**config.mk**
```make
export PLATFORM = sky130hd
export DESIGN_NAME = backward_registered_slice
export DESIGN_NICKNAME = d
export VERILOG_FILES = /design/src/rtl/backward_registered_slice_pkg.sv /design/src/rtl/backward_registered_slice.sv
export SDC_FILE = /design/constraint.sdc
export NUM_CORES = 1
export LEC_CHECK = 0
export BUFFER_PORTS_ARGS = -buffer_cell sky130_fd_sc_hd__buf_2
export CAP_MARGIN = 10
export CELL_PAD_IN_SITES_DETAIL_PLACEMENT = 2
export CELL_PAD_IN_SITES_GLOBAL_PLACEMENT = 2
export CORE_ASPECT_RATIO = 1.75
export CORE_MARGIN = 2
export CORE_UTILIZATION = 30
export DETAILED_ROUTE_END_ITERATION = 10
export PLACE_DENSITY_LB_ADDON = 0.12
export SYNTH_ARGS = -nofsm -noshare
export SYNTH_HDL_FRONTEND = slang
export SYNTH_SLANG_ARGS = --single-unit
export TNS_END_PERCENT = 5
```
**constraint.sdc**
```tcl
create_clock -name clk -period 3.4 [get_ports clk]
set_input_delay 0.68 -clock clk [delete_from_list [all_inputs] [get_ports clk]]
set_output_delay 0.68 -clock clk [all_outputs]
set_load 0.02 [all_outputs]
```
**src/rtl/backward_registered_slice_pkg.sv**
```systemverilog
// Shared definitions for the valid/ready register slices.
//   slice_state_e : FSM state encoding used by the backward (and forward) slice
//   hs_fire       : a beat transfers on this edge (valid and ready both high)
//   hs_stall      : the producer offers a beat that the consumer refuses this cycle
package backward_registered_slice_pkg;

   typedef enum logic [1:0] {
      RST_HOLD = 2'd0,
      PASS     = 2'd1,
      SKID     = 2'd2
   } slice_state_e;

   function automatic logic hs_fire(input logic vaild, input logic ready);
      return vaild & ready;
   endfunction

   function automatic logic hs_stall(input logic vaild, input logic ready);
      return vaild & ~ready;
   endfunction

endpackage

```
**src/rtl/backward_registered_slice.sv**
```systemverilog
// Register slice that breaks the backward (ready) timing path of a valid/ready link.
// src_ready comes straight from a flop; dst side is fed either combinationally from src
// or from a one-entry skid register. Also counts stall cycles on the dst side.
//   clk          : clock, rising edge
//   s_rst        : asynchronous active-high reset
//   src_vaild    : upstream beat valid
//   src_data_in  : upstream beat data
//   src_ready    : registered ready to upstream
//   dst_vaild    : downstream beat valid
//   dst_data_out : downstream beat data
//   dst_ready    : downstream ready
//   skid_full    : skid register holds a beat
//   stat_clr     : synchronous clear of stall_cnt (wins over increment)
//   stall_cnt    : saturating count of cycles with dst_vaild=1 and dst_ready=0
module backward_registered_slice
   import backward_registered_slice_pkg::*;
#(
   parameter int unsigned WIDTH = 8,
   parameter int unsigned CNT_W = 16
) (
   input  logic             clk,
   input  logic             s_rst,
   input  logic             src_vaild,
   input  logic [WIDTH-1:0] src_data_in,
   output logic             src_ready,
   output logic             dst_vaild,
   output logic [WIDTH-1:0] dst_data_out,
   input  logic             dst_ready,
   output logic             skid_full,
   input  logic             stat_clr,
   output logic [CNT_W-1:0] stall_cnt
);

   localparam logic [CNT_W-1:0] CntMax = {CNT_W{1'b1}};
   localparam logic [CNT_W-1:0] CntOne = {{(CNT_W-1){1'b0}}, 1'b1};

   slice_state_e     state_q, state_d;
   logic             src_ready_q;
   logic             skid_full_q;
   logic [WIDTH-1:0] skid_data_q;
   logic [CNT_W-1:0] stall_cnt_q, stall_cnt_d;
   logic             capture;

   // A beat accepted in PASS that dst refuses must be parked, or it is lost.
   assign capture = (state_q == PASS) && hs_fire(src_vaild, src_ready_q) && !dst_ready;

   always_comb begin
      state_d = state_q;
      unique case (state_q)
         RST_HOLD: state_d = PASS;
         PASS:     if (capture) state_d = SKID;
         SKID:     if (dst_ready) state_d = PASS;
         default:  state_d = RST_HOLD;
      endcase
   end

   // State and all upstream-facing outputs registered together; src_ready never
   // depends combinationally on dst_ready.
   always_ff @(posedge clk or posedge s_rst) begin
      if (s_rst) begin
         state_q     <= RST_HOLD;
         src_ready_q <= 1'b0;
         skid_full_q <= 1'b0;
         skid_data_q <= '0;
      end else begin
         state_q     <= state_d;
         src_ready_q <= (state_d == PASS);
         skid_full_q <= (state_d == SKID);
         if (capture) begin
            skid_data_q <= src_data_in;
         end
      end
   end

   // RST_HOLD blocks dst: upstream has not been told ready yet, so passing a beat
   // through would deliver something never accepted.
   always_comb begin
      dst_vaild    = 1'b0;
      dst_data_out = src_data_in;
      unique case (state_q)
         PASS: dst_vaild = src_vaild;
         SKID: begin
            dst_vaild    = 1'b1;
            dst_data_out = skid_data_q;
         end
         default: dst_vaild = 1'b0;
      endcase
   end

   always_comb begin
      stall_cnt_d = stall_cnt_q;
      if (stat_clr) begin
         stall_cnt_d = '0;
      end else if (hs_stall(dst_vaild, dst_ready) && (stall_cnt_q != CntMax)) begin
         stall_cnt_d = stall_cnt_q + CntOne;
      end
   end

   always_ff @(posedge clk or posedge s_rst) begin
      if (s_rst) begin
         stall_cnt_q <= '0;
      end else begin
         stall_cnt_q <= stall_cnt_d;
      end
   end

   assign src_ready = src_ready_q;
   assign skid_full = skid_full_q;
   assign stall_cnt = stall_cnt_q;

endmodule

```
======== After elaboration in Yosys (flattened, before gate mapping) ========
Cells that the tools add are included.
storage, ports and cells
  register bits ........................... 28
  output and inout port bits .............. 27
operators by class
  $add $sub $neg .......................... 1
  bitwise logic cells ..................... 3
  equality and inequality tests ........... 5
  reductions and logical operators ........ 6
  multiplexer cells ....................... 7
operator list
  kind                     count
  $mux W16                 2
  $add A16 B1 Y16 const B  1
  $ne A16 B16 Y1 const B   1
  $mux W8                  1
  $pmux W2 S3              1
  $eq A2 B1 Y1 const B     2
  $eq A2 B2 Y1 const B     2
  $mux W2                  2
  $logic_and A1 B1 Y1      3
  $and A1 B1 Y1            2
  $logic_not A2 Y1         1
  $pmux W1 S2              1
  $reduce_bool A2 Y1       1
  $logic_not A1 Y1         1
  $not A1 Y1               1

======== Longest topological paths before layout ========
Gate-level depths: netlist of run 1.
  depth after elaboration ................. 6
  depth in mapped cells ................... 7
  gate-level depth less buffers ........... 6

======== Least setup slack after synthesis of run 1 ========
Ideal clock, no wire load.
  kind .................................... input port to flip-flop
  from .................................... in dst_ready
  to ...................................... reg stall_cnt_q[11], in the netlist stall_cnt[11]
  cell stages on the path ................. 5
  data required time ...................... 3,322 ps
  data arrival time ....................... 2,041 ps
  path slack .............................. 1,281 ps
  setup time .............................. 78 ps
  path through ............................ nand2b_1 > or4b_4 > buf_6 > or4_1 > a21oi_1
on the way
  cells in the longest elaborated chain, start to end .. 4
RTL lines
  element                       line                                 RTL
  start, declared               backward_registered_slice.sv:28      input logic dst_ready,
  $not A1 Y1                    backward_registered_slice_pkg.sv:18  return vaild & ~ready;
  $and A1 B1 Y1                 backward_registered_slice_pkg.sv:18
  $logic_and A1 B1 Y1           backward_registered_slice.sv:94      end else if (hs_stall(dst_vaild, dst_ready) && (stall_cnt_q != CntMax)) begin
  $reduce_bool A2 Y1 (no line)  -
  end signal, assigned          backward_registered_slice.sv:103     stall_cnt_q <= stall_cnt_d;
  end, declared                 backward_registered_slice.sv:41      logic [CNT_W-1:0] stall_cnt_q, stall_cnt_d;
Every way passes these cells.
A chain may end at the register's enable or synchronous reset.

======== Worst setup path in the final report of run 1 ========
  from .................................... reg state_q[0]
  to ...................................... reg stall_cnt_q[12], in the netlist stall_cnt[12]
on the way
  cells in the longest elaborated chain, start to end .. 5
RTL lines
  element                                              line                                 RTL
  start, declared                                      backward_registered_slice.sv:37      slice_state_e state_q, state_d;
  start signal, assigned                               backward_registered_slice.sv:66      state_q <= state_d;
  $eq A2 B2 Y1 / $eq A2 B1 Y1 (equally long branches)  backward_registered_slice.sv:80      unique case (state_q)
  $pmux W1 S2 (*)                                      backward_registered_slice.sv:80
  $and A1 B1 Y1 (*)                                    backward_registered_slice_pkg.sv:18
  $logic_and A1 B1 Y1 (*)                              backward_registered_slice.sv:94
  $reduce_bool A2 Y1 (no line) (*)                     -
Every way passes the cells marked *; elsewhere a longest branch is shown, timed or not.

==> out/results.ini, run 1 <==
[cts]
cts-resized-gates=0
postCtsSetupBuffers=0
cts_root_buf=clkbuf_8
htreeDepth=1
clk_latency_ns=0.27
cts_buffers=3
clkTransAtPathRegs_ns=0.10
cts.hold.buffers_added=0
cts_tree=built
cts.sinks=28
clockBufferDepth=2

[die]
dieHeight_um=100.1
ios=40
core_area_sq_um=5167
die-area_sq_um=5891
num_rows=35
die_w_um=58.89
start_util_pct=30.61

[final_layout]
num_antenna_cells=0
utilization_pct=35.88
area_growth_pct=17.25
nets=206
drive_gt1_share_pct=34.95

[grt]
track_usage_pct=15.28
grt_max_degree=29
grt_pass1_wl_um=7038
grt_pass1_vias=1476
grt-ovfl-total=0
antenna_found_initial=0

[setup_path]
crit_path_max_fanout=15
slowest_stage=or2_0
crit_arrival_ns=2.73
crit_path_end_kind=register
cpPeakStageDelay_ns=0.50
criticalPathCategory=register to register
required_ns=3.57
worstSetupStartpointType=register
crit_chain=inv_1 -> ha_1 -> a21oi_2 -> or2_0 -> nor4b_1 -> mux2_2

[place]
hpwlAfterDp_um=3182
globalplace.congestion=0.7467
dp_slack_ns=0.8242
io_buffers=39

[synthesis]
synthesis.instances=151
synth_nets=169
synth_most_common_cell=dfrtp_1
synth.area.top_cells=dfrtp_1 (44%), mux2_2 (14%), a21oi_1 (4.4%), o31ai_1 (4.3%), ha_1 (4.0%)
async_flop_share_pct=100.0
synth_cell_type_count=34
postSynthAreaPerCell_sq_um=10.47
synth_common_cells=dfrtp_1 (28), mux2_2 (19), a21oi_1 (14), o31ai_1 (9)
synth-edff-count=0
synth_top_area_cell=dfrtp_1
yosys_warnings=0
synth_top_area_share_pct=44.30
synth_ff_type=dfrtp_1
seq_area_frac_synth_pct=44.30
syn_area_sq_um=1582
ys_ff_latch=28

[power_and_ir_drop]
powerDensity_nw_per_um2=531.9
p_leak_nw=0.8322
peakVddDrop_mv=0.2542

[route]
first_iter_violations=21
vias_per_cell=5.622
wl_per_cell_um=17.64
drc=2
drt_wl_total_um=4251
firstDrtPassIters=7
vias=1355
drtAntennaViolNets=0

[sta]
tightest_slew_ns=0.7638
max-slew-margin-rel_pct=49.08
setup_violations=0
hold_slack_ns=0.4682
fin_worst_skew_ns=0.003547
rsz0062_at_grt=false
fmax_mhz=389.3
hold_viol=0
maxSlewViolCount=0
period_minus_slack_ns=2.569
setup_slack_ns=0.8313
tns_ns=0
period_share_pct=75.55

[hold_path]
hold_path.class=input port to async pin

[flow_run]
cap_violations=0

[outcome]
outcome=complete, but fails checks
violations=DRC

## layer usage
layer / track usage (%) / vias to the layer above / wire length (um)
li1: - / 635 / -
met1: 16.57 / 692 / 1576
met2: 29.83 / 24 / 2526
met3: 1.546 / 4 / 106
met4: 4.196 / 0 / 42
met5: 0 / - / 0
## critical path: cells and delay by family (launching register included)
family / cells / cell delay [ns]
and+or+nand+nor: 2 / 0.94
muxes: 1 / 0.38
AOI/OAI and AO/OA: 1 / 0.10
DFF: 1 / 0.44
adders and majority gates: 1 / 0.48
buffers and inverters: 1 / 0.11
## final cells by class
class | instances | area, sq um
fill | 601 | 3313
multi-input combinational | 112 | 829.5
sequential | 28 | 700.7
timing repair buffer | 40 | 202.7
tap | 55 | 68.82
clock buffer | 3 | 41.29
inverter | 3 | 11.26
## sequential cells by signal (all words and copies together), names as in the netlist
signal / cells
skid_full: 1
state_q: 2
src_ready: 1
skid_data_q: 8
stall_cnt: 16
## placed cells by master (no fill, tap or decap)
cell type	n
a21oi_1	14
a21oi_2	1
a32oi_1	1
and2_1	2
and3_1	3
and4_1	4
buf_2	39
buf_4	1
clkbuf_8	3
dfrtp_1	28
ha_1	5
inv_1	3
mux2_2	19
nand2_1	8
nand2b_1	1
nand3_1	4
nand3b_1	1
nand4_1	4
nand4b_1	1
nor2_1	4
nor2b_1	6
nor3b_1	2
nor4_1	2
nor4b_1	1
o21ai_0	4
o21ba_2	1
o21bai_1	1
o31a_1	1
o31ai_1	9
or2_0	1
or3_1	3
or4_1	8
or4b_4	1
## final timing paths
path	from	to	slack, ns	depth (start not counted)
setup / recovery	state_q[0]	stall_cnt[12]	0.83	6
hold / removal	s_rst	skid_data_q[4]	0.47	3
setup reg to reg	state_q[0]	stall_cnt[12]	0.83	6
hold reg to reg	skid_data_q[3]	skid_data_q[3]	0.51	1
max in group asynchronous	s_rst	stall_cnt[15]	2.66	3
min in group clk	skid_data_q[3]	skid_data_q[3]	0.51	1
## cell families (layout without fill, tap and decap cells)
family	count (synthesis)	count (layout)	share of synthesized area, %
buffers and inverters	11	46	3.244
AOI/OAI and AO/OA	32	32	12.74
DFF	28	28	44.30
and+or+nand+nor	56	56	22.23
adders and majority gates	5	5	3.956
muxes	19	19	13.53
## per-stage QoR
stage | cells | area [sq um] | total power, mW
final | 241 | 1854 | 0.9863
after global routing | 241 | 1854 | 1.062
after CTS | 241 | 1854 | 1.011
after detailed placement | 238 | 1813 | 0.8150
after global placement | 238 | 1813 | 0.7915
after floorplan | 151 | 1582 | 0.7064
## power by group
group / internal, mW / leakage (nW) / switching [mW]
logic: 0.154 / 0.440 / 0.192
registers: 0.405 / 0.371 / 0.0502
clock network: 0.0796 / 0.0216 / 0.105
Power figures use the tool's default switching activity.
==> inputs of run 2 (changes only) <==
--- a/config.mk
+++ b/config.mk
@@ -5,6 +5,7 @@
 export SDC_FILE = /design/constraint.sdc
 export NUM_CORES = 1
 export LEC_CHECK = 0
+export ABC_AREA = 1
 export BUFFER_PORTS_ARGS = -buffer_cell sky130_fd_sc_hd__buf_2
 export CAP_MARGIN = 10
 export CELL_PAD_IN_SITES_DETAIL_PLACEMENT = 2
==> constraint.sdc (replaced) <==
create_clock -name clk -period 2.6 [get_ports clk]
set_input_delay 0.52 -clock clk [delete_from_list [all_inputs] [get_ports clk]]
set_output_delay 0.52 -clock clk [all_outputs]
set_load 0.02 [all_outputs]
==> run 2 against run 1 <==
Effect of this change:
- the flow now finishes without violations
- sequential power grew 27%
- highest routed layer unchanged
- critical path type is now register to output port
- global-route usage grew 1.4 points
- combinational power grew 25%
- non-clock buffer count grew 2
- clock-buffer cell count is the same
==> out/results.ini, run 2 <==
[outcome]
outcome=completed

[cts]
postCtsSetupBuffers=0  ; unchanged
clkTransAtPathRegs_ns=0.10  ; about the same
clockBufferDepth=2  ; unchanged
cts-resized-gates=0  ; unchanged
cts.sinks=28  ; unchanged
cts_buffers=3  ; unchanged
cts_tree=built
htreeDepth=1  ; unchanged
cts_root_buf=clkbuf_8
clk_latency_ns=0.29  ; +0.02 ns
cts.hold.buffers_added=0  ; unchanged

[synthesis]
syn_area_sq_um=1713  ; +8.3%
synth_cell_type_count=26  ; -24%
synth_top_area_cell=dfrtp_1
synth_most_common_cell=nand2_1
seq_area_frac_synth_pct=40.91  ; -3.4 points
synth.area.top_cells=dfrtp_1 (41%), nand2_1 (14%), inv_1 (5.5%), nand2_2 (5.5%), o21ai_0 (5.0%)
synth_common_cells=nand2_1 (63), dfrtp_1 (28), inv_1 (25), o21ai_0 (17), nand2_2 (15)
synthesis.instances=222  ; +47%
async_flop_share_pct=100.0  ; unchanged
synth-edff-count=0  ; unchanged
synth_ff_type=dfrtp_1
postSynthAreaPerCell_sq_um=7.716  ; -26%
synth_top_area_share_pct=40.91  ; -3.4 points
ys_ff_latch=28  ; unchanged
synth_nets=240  ; +42%
yosys_warnings=0  ; unchanged

[setup_path]
crit_start=state_q[0]
crit_end=dst_data_out[7]
r2r_setup_slack_ns=0.65  ; -0.18 ns
r2r-start=state_q[1]
crit_arrival_ns=1.60  ; -1.13 ns
crit_path_max_fanout=17  ; +2
slowest_stage=dfrtp_1
rr_worst_depth=9  ; +3
criticalPathCategory=register to output port
required_ns=2.08  ; -1.49 ns
crit_chain=inv_1 -> ha_1 -> buf_4 -> o21ai_0 -> buf_2
r2r-end=stall_cnt[6]
cpPeakStageDelay_ns=0.41  ; -0.09 ns
worstSetupStartpointType=register
crit_path_end_kind=output port

[power_and_ir_drop]
powerDensity_nw_per_um2=667.8  ; +26%
peakVddDrop_mv=0.3852  ; +52%
p_leak_nw=1.084  ; +30%
power.total_mw=1.367  ; +39%

[hold_path]
hold_path.class=input port to async pin

[route]
first_iter_violations=57  ; +170%
drtAntennaViolNets=0  ; unchanged
vias=1581  ; +17%
drt_wl_total_um=4722  ; +11%
vias_per_cell=4.678  ; -17%
wl_per_cell_um=13.97  ; -21%
firstDrtPassIters=3  ; -4
drc=0  ; -2

[sta]
max-slew-margin-rel_pct=64.15  ; +15 points
tightest_slew_ns=0.5358  ; -0.2280 ns
period_minus_slack_ns=2.117
tns_ns=0  ; unchanged
setup_violations=0  ; unchanged
period_share_pct=81.43
hold_slack_ns=0.2861  ; -0.1821 ns
fmax_mhz=472.3
hold_viol=0  ; unchanged
rsz0062_at_grt=false
maxSlewViolCount=0  ; unchanged
fin_worst_skew_ns=0.003617  ; +0.00007039 ns

[grt]
antenna_found_initial=0  ; unchanged
grt_max_degree=29  ; unchanged
track_usage_pct=16.73  ; +1.4 points
grt_pass1_vias=1761  ; +19%
grt_pass1_wl_um=8162  ; +16%
grt-ovfl-total=0  ; unchanged

[final_layout]
mostFrequentLayoutCells=nand2_1 (63), buf_2 (39), dfrtp_1 (28)
nets=281  ; +36%
drive_gt1_share_pct=27.48  ; -7.5 points
utilization_pct=36.95  ; +1.1 points
fill_cells=707  ; +18%
final_common_cell=nand2_1
num_antenna_cells=0  ; unchanged
area_growth_pct=19.50
largest_register_ffs=16  ; unchanged
fin_cells=338  ; +40%

[die]
num_rows=36  ; +2.9%
die_w_um=61.12  ; +3.8%
die-area_sq_um=6354  ; +7.9%
core_area_sq_um=5540  ; +7.2%
ios=40  ; unchanged
start_util_pct=30.92  ; +0.31 points
dieHeight_um=104.0  ; +3.9%

[place]
hpwlAfterDp_um=3628  ; +14%
io_buffers=39  ; unchanged
place_inst=334  ; +40%
globalplace.congestion=0.7924  ; +6.1%

[flow_run]
cap_violations=0  ; unchanged

run 2: cell types whose count changed after synthesis, moves of 10 or more:
cell / previous run / this run
mux2_2: 19 / 0
nand2_2: 0 / 15
a21oi_1: 14 / 2
nand3_1: 4 / 14
nand2_1: 8 / 63
o21ai_0: 4 / 17
nor2_1: 4 / 14
inv_1: 3 / 25
run 2: area by class of cell:
| cell class | instances | area, sq um | share of cell area (%) |
|---|---|---|---|
| clock buffers | 3 | 41.29 | 2.017 |
| well taps | 76 | 95.09 | 4.645 |
| clock inverters | 1 | 30.03 | 1.467 |
| repair buffers | 42 | 217.7 | 10.64 |
| inverters | 27 | 101.3 | 4.951 |
| multi-input cells | 161 | 860.8 | 42.05 |
| flip-flops and latches | 28 | 700.7 | 34.23 |
run 2: worst max-delay path, delay by kind of cell, from the launching register on:
family	cells	cell delay (ns)
buf+inv	3	0.49
flops	1	0.41
fa+ha+maj	1	0.24
compound gates	1	0.17
run 2: report_power, final:
group	internal (mW)	switching, mW	leakage [nW]
logic	0.146	0.286	0.674
clock network	0.207	0.150	0.0357
registers	0.522	0.0560	0.374
run 2: how the worst min path moves through the flow:
stage                endpoint  slack (ns)
2_1_floorplan  skid_data_q[0]        0.45
3_3_place_gp   skid_data_q[2]        0.47
3_5_place_dp   skid_data_q[4]        0.48
4_1_cts             skid_full        0.29
5_1_grt             skid_full        0.31
6_report         stall_cnt[7]        0.29
run 2: metal layers:
metal  GRT usage, %  share of wire (%)  wire length (um)
met4          5.435                1.4                68
met3          1.741                1.8                83
met1          18.45                 39              1818
met2          31.08                 58              2750
met5              0                  0                 0
run 2: through the flow:
step	worst slack [ns]	cell area [sq um]
2_1_floorplan	0.6099	1713
3_3_place_gp	0.7300	1976
3_5_place_dp	0.6672	1976
4_1_cts	0.4347	2047
5_1_grt	0.3487	2047
6_report	0.4829	2047
run 2: cell families (layout without fill, tap and decap cells):
| kind of cell | after synthesis | count (layout) | share of synthesized area, % |
|---|---|---|---|
| AOI/OAI and AO/OA | 24 | 24 | 7.889 |
| and+or+nand+nor | 128 | 128 | 36.67 |
| DFF | 28 | 28 | 40.91 |
| buffers and inverters | 33 | 73 | 8.839 |
| xor gates and xnor gates | 4 | 4 | 2.046 |
| adders and majority gates | 5 | 5 | 3.652 |
==> inputs of run 3 (changes only) <==
--- a/config.mk
+++ b/config.mk
@@ -12,7 +12,7 @@
 export CELL_PAD_IN_SITES_GLOBAL_PLACEMENT = 2
 export CORE_ASPECT_RATIO = 1.75
 export CORE_MARGIN = 2
-export CORE_UTILIZATION = 30
+export CORE_UTILIZATION = 27
 export DETAILED_ROUTE_END_ITERATION = 10
 export PLACE_DENSITY_LB_ADDON = 0.12
 export SYNTH_ARGS = -nofsm -noshare
==> constraint.sdc (replaced) <==
create_clock -name clk -period 1.82 [get_ports clk]
set_input_delay 0.364 -clock clk [delete_from_list [all_inputs] [get_ports clk]]
set_output_delay 0.364 -clock clk [all_outputs]
set_load 0.02 [all_outputs]
==> run 3 against run 2 <==
Effect of this change:
- sequential cell count unchanged
- core utilization down 1.8 points
- routed wire length grew 8.6%
- first-iteration DRC count decreased by 49%
- critical path type unchanged
- largest power group unchanged
- critical path depth down 1
- power increased by 44%
- die area is 11% higher
- cell area increased by 6.1%
- clock-buffer cell count unchanged
- global-route usage fell by 1.1 points
==> out/results.ini, run 3 (same netlist as run 2, synthesis figures left out) <==
[route]
drt_wl_total_um=5129  ; +8.6%
vias_per_cell=4.670  ; -0.15%
wl_per_cell_um=14.45  ; +3.4%
drc=0  ; unchanged
drtAntennaViolNets=0  ; unchanged
firstDrtPassIters=3  ; unchanged
first_iter_violations=29  ; -49%
vias=1658  ; +4.9%

[sta]
hold_slack_ns=0.1631  ; -0.1231 ns
hold_viol=0  ; unchanged
maxSlewViolCount=0  ; unchanged
period_minus_slack_ns=1.781
max-slew-margin-rel_pct=66.98  ; +2.8 points
tightest_slew_ns=0.4948  ; -0.04103 ns
period_share_pct=97.88
setup_violations=0  ; unchanged
fmax_mhz=561.4
rsz0062_at_grt=true
tns_ns=0  ; unchanged
fin_worst_skew_ns=0.008399  ; +0.004783 ns

[die]
die_w_um=64.21  ; +5.1%
core_area_sq_um=6181  ; +12%
num_rows=38  ; +5.6%
ios=40  ; unchanged
start_util_pct=27.71  ; -3.2 points
die-area_sq_um=7022  ; +11%
dieHeight_um=109.4  ; +5.2%

[power_and_ir_drop]
p_leak_nw=1.154  ; +6.5%
peakVddDrop_mv=0.4225  ; +9.7%
powerDensity_nw_per_um2=905.7  ; +36%

[final_layout]
area_growth_pct=26.73
fin_cells=355  ; +5.0%
utilization_pct=35.12  ; -1.8 points
mostFrequentLayoutCells=nand2_1 (63), buf_2 (33), dfrtp_1 (27)
num_antenna_cells=0  ; unchanged
largest_register_ffs=16  ; unchanged
drive_gt1_share_pct=32.36  ; +4.9 points
nets=295  ; +5.0%
final_common_cell=nand2_1

[outcome]
outcome=completed

[setup_path]
slowest_stage=dfrtp_2
r2r_setup_slack_ns=0.13  ; -0.52 ns
rr_worst_depth=8  ; -1
worstSetupStartpointType=register
cp_num_buf_inv=2  ; -1
required_ns=1.46  ; -0.62 ns
r2r-end=stall_cnt[15]
cpPeakStageDelay_ns=0.46  ; +0.05 ns
r2r-start=state_q[1]
crit_chain=ha_4 -> buf_4 -> o21ai_0 -> buf_2
criticalPathCategory=register to output port
crit_path_end_kind=output port
crit_arrival_ns=1.42  ; -0.18 ns
crit_family=flip-flops
crit_path_max_fanout=8  ; -9

[place]
io_buffers=39  ; unchanged
place_inst=350  ; +4.8%
hpwlAfterDp_um=3920  ; +8.0%
globalplace.congestion=0.7150  ; -9.8%

[cts]
cts_tree=built
clk_latency_ns=0.27  ; -0.02 ns
cts_buffers=3  ; unchanged
cts_root_buf=clkbuf_8
cts.sinks=28  ; unchanged
htreeDepth=1  ; unchanged
clkTransAtPathRegs_ns=0.10  ; about the same
clockBufferDepth=2  ; unchanged

[grt]
antenna_found_initial=0  ; unchanged
grt_max_degree=29  ; unchanged
grt_pass1_wl_um=8597  ; +5.3%
grt_pass1_vias=1774  ; +0.74%
track_usage_pct=15.61  ; -1.1 points
grt-ovfl-total=0  ; unchanged

[hold_path]
hold_path.class=input port to async pin

[flow_run]
cap_violations=0  ; unchanged

-- run 3: changes by cell type in the layout (fill, tap and decap cells not counted), moves of 2 or more --
cell,change
o21ai_1,+6
buf_2,-6
o21ai_0,-6
inv_1,-2
buf_4,+18
buf_6,+2
inv_2,+2
-- run 3: worst max-delay path by stage --
stage,cells past startpoint,slack (ns),start,to
2_1_floorplan,5,-0.01,state_q[0],dst_data_out[5]
3_3_place_gp,9,0.17,stall_cnt[0],stall_cnt[2]
3_5_place_dp,8,0.12,state_q[0],stall_cnt[15]
4_1_cts,6,-0.02,state_q[0],dst_data_out[1]
5_1_grt,9,-0.03,stall_cnt[1],stall_cnt[2]
6_report,4,0.04,state_q[1],dst_data_out[6]
-- run 3: worst register-to-register path, delay by kind of cell (launching register included) --
family / cells / cell delay, ns
fa+ha+maj: 1 / 0.28
simple gates: 4 / 0.47
flops: 1 / 0.43
compound gates: 1 / 0.20
buf+inv: 2 / 0.26
-- run 3: repair_timing --
action,4_1_cts,5_1_grt
pin swaps,0,1
gates cloned,1,0
resized for setup,4,16
setup endpoints to repair,9,12
hold buffers,0,0
buffers inserted,1,0
-- run 3: area by class of cell --
cell class / count / area (sq um)
Multi-Input combinational cell: 161 / 880.8
Sequential cell: 28 / 701.9
Timing Repair Buffer: 56 / 345.3
Fill cell: 777 / 4010
Inverter: 27 / 101.3
Clock buffer: 3 / 41.29
Tap cell: 80 / 100.1
-- run 3: per-stage QoR --
step                      cell area [sq um]  power (mW)  worst slack (ns)
after CTS                              2143       1.977          -0.02280
after detailed placement               2078       1.567            0.1206
after global placement                 2078       1.541            0.1708
after floorplan                        1720       1.309          -0.01412
final                                  2171       1.966           0.03863
after global routing                   2171       2.132          -0.03323
-- run 3: per-layer routing --
| metal | global-route usage, % | up-vias | routed length (um) |
|---|---|---|---|
| met2 | 32.29 | 24 | 3004 |
| met5 | 0 | - | 0 |
| met1 | 16.71 | 822 | 1983 |
| met3 | 1.024 | 2 | 103 |
| met4 | 3.647 | 0 | 37 |
| li1 | - | 810 | - |
-- run 3: where the power goes --
| part | internal, mW | leakage [nW] | switching, mW |
|---|---|---|---|
| registers | 0.747 | 0.372 | 0.0762 |
| logic | 0.325 | 0.760 | 0.476 |
| clock network | 0.149 | 0.0216 | 0.194 |
| total | 1.22 | 1.15 | 0.746 |
